**config.mk**
```make
export PLATFORM = sky130hd
export DESIGN_NAME = issue_rr_arbiter_16
export DESIGN_NICKNAME = d
export VERILOG_FILES = /design/src/rtl/issue_rr_arbiter_16_pkg.sv /design/src/rtl/priority_encoder_16_to_4.sv /design/src/rtl/issue_rr_arbiter_16.sv
export SDC_FILE = /design/constraint.sdc
export NUM_CORES = 1
export LEC_CHECK = 0
export ABC_AREA = 1
export BUFFER_PORTS_ARGS = -buffer_cell sky130_fd_sc_hd__buf_2
export CAP_MARGIN = 20
export CORE_MARGIN = 2
export CORE_UTILIZATION = 40
export CTS_BUF_LIST = sky130_fd_sc_hd__clkbuf_4
export DETAILED_ROUTE_END_ITERATION = 6
export SYNTH_ARGS = -nofsm -noshare
export SYNTH_HDL_FRONTEND = slang
export SYNTH_SLANG_ARGS = --single-unit
```
**constraint.sdc**
```tcl
create_clock -name clk -period 6.8 [get_ports clk]
set_input_delay 0.34 -clock clk [delete_from_list [all_inputs] [get_ports clk]]
set_output_delay 0.34 -clock clk [all_outputs]
set_load 0.05 [all_outputs]
```
**src/rtl/issue_rr_arbiter_16_pkg.sv**
```systemverilog
// Shared issue-stage definitions for the round-robin issue arbiter.
package issue_rr_arbiter_16_pkg;

  localparam int WF_ID_WIDTH   = 4;
  localparam int NUM_ISSUE_REQ = 16;

  typedef enum logic {
    ARB_IDLE  = 1'b0,
    ARB_GRANT = 1'b1
  } arb_state_e;

endpackage

```
**src/rtl/priority_encoder_16_to_4.sv**
```systemverilog
// 16-to-4 priority encoder: the lowest set bit wins; idx_o is 0 when nothing
// is set or the encoder is disabled, and valid_o says whether idx_o is real.
module priority_encoder_16_to_4 (
  input  logic        en_i,
  input  logic [15:0] vec_i,
  output logic [3:0]  idx_o,
  output logic        valid_o
);

  // Scan from the top down so the lowest set bit is the last one written.
  always_comb begin
    idx_o   = 4'd0;
    valid_o = 1'b0;
    if (en_i) begin
      for (int i = 15; i >= 0; i--) begin
        if (vec_i[i]) begin
          idx_o   = i[3:0];
          valid_o = 1'b1;
        end
      end
    end
  end

endmodule

```
**src/rtl/issue_rr_arbiter_16.sv**
```systemverilog
// Round-robin arbiter sharing one issue slot among 16 wavefronts. The grant is
// registered and held under a valid/ready handshake; on accept the rotation
// base moves just past the accepted wavefront, and a follow-on winner can be
// launched in the same cycle for one grant per cycle throughput.
//
// state     | meaning
// ARB_IDLE  | no grant presented
// ARB_GRANT | grant_id/grant_onehot presented and held until accept or flush
module issue_rr_arbiter_16
  import issue_rr_arbiter_16_pkg::*;
(
  input  logic                     clk,
  input  logic                     rst,
  input  logic [NUM_ISSUE_REQ-1:0] req,
  input  logic [NUM_ISSUE_REQ-1:0] req_mask,
  input  logic                     enable,
  input  logic                     flush,
  input  logic                     grant_ready,
  output logic                     grant_valid,
  output logic [WF_ID_WIDTH-1:0]   grant_id,
  output logic [NUM_ISSUE_REQ-1:0] grant_onehot,
  output logic [WF_ID_WIDTH-1:0]   rr_ptr
);

  // Width is tied to the 16-to-4 encoder; these are not meant to be overridden.
  localparam int NUM_REQ = NUM_ISSUE_REQ;
  localparam int ID_W    = WF_ID_WIDTH;

  arb_state_e          state_q, state_d;
  logic [ID_W-1:0]     grant_id_q, grant_id_d;
  logic [NUM_REQ-1:0]  grant_oh_q, grant_oh_d;
  logic [ID_W-1:0]     rr_ptr_q, rr_ptr_d;

  logic [NUM_REQ-1:0]  elig;
  logic [NUM_REQ-1:0]  sel_vec;
  logic [ID_W-1:0]     ptr_after_accept;
  logic [ID_W-1:0]     sel_base;
  logic [NUM_REQ-1:0]  rot;
  logic [ID_W-1:0]     enc_idx;
  logic                enc_valid;
  logic [ID_W-1:0]     winner;
  logic [NUM_REQ-1:0]  winner_oh;

  assign elig = req & req_mask;

  // One encoder serves both launch paths: from IDLE the search starts at
  // rr_ptr; while a grant is held it is set up for the back-to-back case,
  // excluding the held bit and starting just past it. The result is only
  // consumed in GRANT when the held grant is accepted.
  assign ptr_after_accept = grant_id_q + 4'd1;
  assign sel_vec  = (state_q == ARB_GRANT) ? (elig & ~grant_oh_q) : elig;
  assign sel_base = (state_q == ARB_GRANT) ? ptr_after_accept : rr_ptr_q;

  // Rotate right so bit sel_base lands at position 0 (highest priority).
  assign rot = (sel_vec >> sel_base) | (sel_vec << (5'd16 - {1'b0, sel_base}));

  priority_encoder_16_to_4 u_prio_enc (
    .en_i    (|rot),
    .vec_i   (rot),
    .idx_o   (enc_idx),
    .valid_o (enc_valid)
  );

  // 4-bit add wraps naturally, undoing the rotation.
  assign winner    = enc_idx + sel_base;
  assign winner_oh = NUM_REQ'(1) << winner;

  // Next-state: flush wins over accept and launch; a new winner is loaded only
  // when the encoder reports a real result, so its idle output never lands.
  always_comb begin
    state_d    = state_q;
    grant_id_d = grant_id_q;
    grant_oh_d = grant_oh_q;
    rr_ptr_d   = rr_ptr_q;
    if (flush) begin
      state_d    = ARB_IDLE;
      grant_oh_d = '0;
    end else begin
      case (state_q)
        ARB_IDLE: begin
          if (enable && enc_valid) begin
            state_d    = ARB_GRANT;
            grant_id_d = winner;
            grant_oh_d = winner_oh;
          end
        end
        ARB_GRANT: begin
          if (grant_ready) begin
            rr_ptr_d = ptr_after_accept;
            if (enable && enc_valid) begin
              grant_id_d = winner;
              grant_oh_d = winner_oh;
            end else begin
              state_d    = ARB_IDLE;
              grant_oh_d = '0;
            end
          end
        end
        default: begin
          state_d    = ARB_IDLE;
          grant_oh_d = '0;
        end
      endcase
    end
  end

  // State and grant registers; reset is asynchronous and active low.
  always_ff @(posedge clk or negedge rst) begin
    if (!rst) begin
      state_q    <= ARB_IDLE;
      grant_id_q <= '0;
      grant_oh_q <= '0;
      rr_ptr_q   <= '0;
    end else begin
      state_q    <= state_d;
      grant_id_q <= grant_id_d;
      grant_oh_q <= grant_oh_d;
      rr_ptr_q   <= rr_ptr_d;
    end
  end

  assign grant_valid  = (state_q == ARB_GRANT);
  assign grant_id     = grant_id_q;
  assign grant_onehot = grant_oh_q;
  assign rr_ptr       = rr_ptr_q;

endmodule

```
==> impl_metrics.py <==
metrics = {
    "status": {
        "status": "completed",
    },
    "critical_path": {
        "cpMaxStageDelayCell": "dfrtp_1",
        "cp.arrival_ns": 5.26,
        "end_kind": "flip-flop",
        "crit_fanout": 30,
        "cpMostUsedCell": "nand2_1",
        "worstSetupPathType": "flip-flop to flip-flop",
        "start_kind": "flip-flop",
        "reg2reg_slack_ns": 1.83,
        "slowest_delay_ns": 0.99,
        "cp.required_ns": 7.09,
        "r2r_cells": 31,
    },
    "synthesis": {
        "synth_cells": 535,
        "synth_top_area_share_pct": 33.9,
        "synth_top_area_cell": "nand2_1",
        "synth-seq-cells": 25,
        "ys_top_cells_by_count": "nand2_1, nand3_1, nor2_1, inv_1, dfrtp_1",
        "synth_flop_cell": "dfrtp_1",
        "async_reset_ff_share_pct": 100,
        "yosysMostFrequentCell": "nand2_1",
        "ys_types": 39,
        "synth-seq-area-share_pct": 21.0,
        "yosysWarnings": 0,
        "avgSynthCellArea_um2": 5.56,
        "synth_area_leaders": "nand2_1, dfrtp_1, nand3_1, nor2_1, inv_1",
        "synth_area_um2": 2980,
        "synth_fp_nets": 576,
        "synth_edf_count": 0,
    },
    "power_and_ir_drop": {
        "ir_drop_mv": 0.172,
        "p_leak_nw": 1.85,
        "power.density_nw_per_um2": 568,
        "netSwitchingFraction_pct": 65.3,
        "seq_power_share_pct": 13.7,
        "p_int_mw": 0.651,
        "p_sw_mw": 1.22,
        "comb_power_share_pct": 82.4,
        "clkPwrFrac_pct": 4.0,
    },
    "sta": {
        "finalSetupViolCount": 0,
        "period_needed_ns": 4.97,
        "finalHoldViolCount": 0,
        "fmaxAchievable_mhz": 201,
        "slew_headroom_pct": 36.6,
        "fin_tns_setup_ns": 0,
        "finClkSkew_ns": 0.0130,
        "slew_violations": 0,
        "period_share_pct": 73.1,
        "hold_slack_ns": 0.183,
        "worstMarginPinSlew_ns": 0.950,
        "rsz0062_at_grt": "false",
    },
    "floorplanning": {
        "fp-row-count": 31,
        "io_pins": 62,
        "start_util_pct": 41.2,
        "die_w_um": 90.2,
        "dieArea_um2": 8140,
        "core-area_um2": 7210,
        "die_y_um": 90.2,
    },
    "clock_network": {
        "root_buffer": "clkbuf_4",
        "insertion_delay_ns": 0.34,
        "htree_levels": 1,
        "clk_path_buf_depth": 2,
        "cts.hold.buffers_added": 1,
        "cts.repair.resized": 0,
        "clk_pin_slew_worst_paths_ns": 0.16,
        "cts_inserted_buffers": 3,
        "cts_tree": "done",
        "cts_setup_buffers": 0,
        "cts.sinks": 25,
    },
    "global_route": {
        "antenna_found_initial": 0,
        "grt_pass1_vias": 3364,
        "grt_pass1_wl_um": 16600,
        "overflow": 0,
        "grt_util_all_layers_pct": 24.7,
        "grt_max_degree": 31,
    },
    "placement": {
        "io_buffers": 61,
        "gp_congestion": 0.968,
        "hpwlAfterDp_um": 7910,
        "dp_cells": 676,
        "placed_cell_area_um2": 3250,
    },
    "route": {
        "routedWlPerCell_um": 14.1,
        "drc": 0,
        "routed_wirelength_um": 9630,
        "first_pass_iters": 4,
        "vias": 3496,
        "drtAntennaViolNets": 0,
        "drt_iter0_markers": 247,
        "vias_per_cell": 5.13,
    },
    "cells_and_area": {
        "nNetsFinal": 624,
        "layout.cells.non_filler": 681,
        "drive_gt1_share_pct": 16.7,
        "syn2layout_area_growth_pct": 10.8,
        "antenna_cells": 0,
        "utilization_pct": 45.7,
        "finish.instance_area_um2": 3300,
    },
    "worst_hold_path": {
        "hold_depth": 2,
        "hp-class": "input port to flip-flop",
    },
    "run": {
        "max_cap_viol_count": 0,
    },
}
## metal layers
metal	up-vias	GRT usage (%)	wire, um
li1	1809	-	-
met1	1562	35.9	4660
met2	115	39.8	4340
met3	10	3.94	542
met4	0	3.08	85
met5	-	0	0
## power by group through the flow
stage	Sequential [mW]	Combinational, mW	Clock (mW)
after floorplan	0.393	1.07	0
after global placement	0.259	1.53	0
after detailed placement	0.257	1.52	0
after CTS	0.255	1.53	0.0761
after global routing	0.266	1.74	0.0819
final	0.256	1.54	0.0744
## placed cells by master (no fill, tap or decap), types with 4 or more instances in the layout
| cell | count |
|---|---|
| o21ai_0 | 22 |
| o21ai_2 | 4 |
| dfrtp_1 | 25 |
| a21oi_1 | 13 |
| nor2_2 | 5 |
| buf_2 | 61 |
| nand2_1 | 269 |
| nor2_1 | 33 |
| o21ai_1 | 12 |
| nor3_1 | 4 |
| nand3_1 | 45 |
| inv_1 | 32 |
| nand2_2 | 13 |
| o211ai_1 | 7 |
## path summary, 6_finish.rpt
path / from / endpoint
max in group asynchronous: rst / rr_ptr[1]
worst max register to register: grant_valid / grant_onehot[1]
min in group asynchronous: rst / grant_onehot[4]
worst min register to register: grant_onehot[12] / grant_onehot[12]
worst max-delay path: grant_valid / grant_onehot[1]
worst min-delay path: flush / grant_valid
## worst max-delay path, delay by kind of cell (launching register included)
kind                     cells  cell delay, ns
flip-flops                   1            0.99
AND/OR/NAND/NOR             26            2.66
AO/OA/AOI/OAI                1            0.28
adder cells (fa/ha/maj)      1            0.45
buffers and inverters        2            0.37
XOR/XNOR                     1            0.16
## cells by family (layout without fill, tap and decap cells)
| kind of cell | count (synthesis) | after routing | synth area share (%) |
|---|---|---|---|
| AO/OA/AOI/OAI | 68 | 68 | 13.6 |
| XOR/XNOR | 2 | 2 | 0.589 |
| adder cells (fa/ha/maj) | 4 | 4 | 1.93 |
| buffers and inverters | 55 | 102 | 9.63 |
| flip-flops | 25 | 25 | 21.0 |
| AND/OR/NAND/NOR | 381 | 381 | 53.2 |
## metrics by stage
step	power (mW)	setup slack [ns]
2_1_floorplan	1.46	2.91
3_3_place_gp	1.79	1.95
3_5_place_dp	1.78	1.91
4_1_cts	1.86	1.87
5_1_grt	2.09	1.21
6_report	1.87	1.83
## sequential cells by signal, summed over array words and instances (netlist names)
signal        flops
grant_id          4
grant_onehot     16
grant_valid       1
rr_ptr            4
## final cells by class
| class | instances | area (um2) |
|---|---|---|
| clock buffer | 3 | 22.5 |
| tap | 99 | 124 |
| timing repair buffer | 62 | 315 |
| clock inverter | 1 | 8.76 |
| multi-input combinational | 455 | 2060 |
| inverter | 36 | 136 |
| fill | 806 | 3920 |
| sequential | 25 | 626 |
Note: power is estimated with default switching activity, not from simulation.
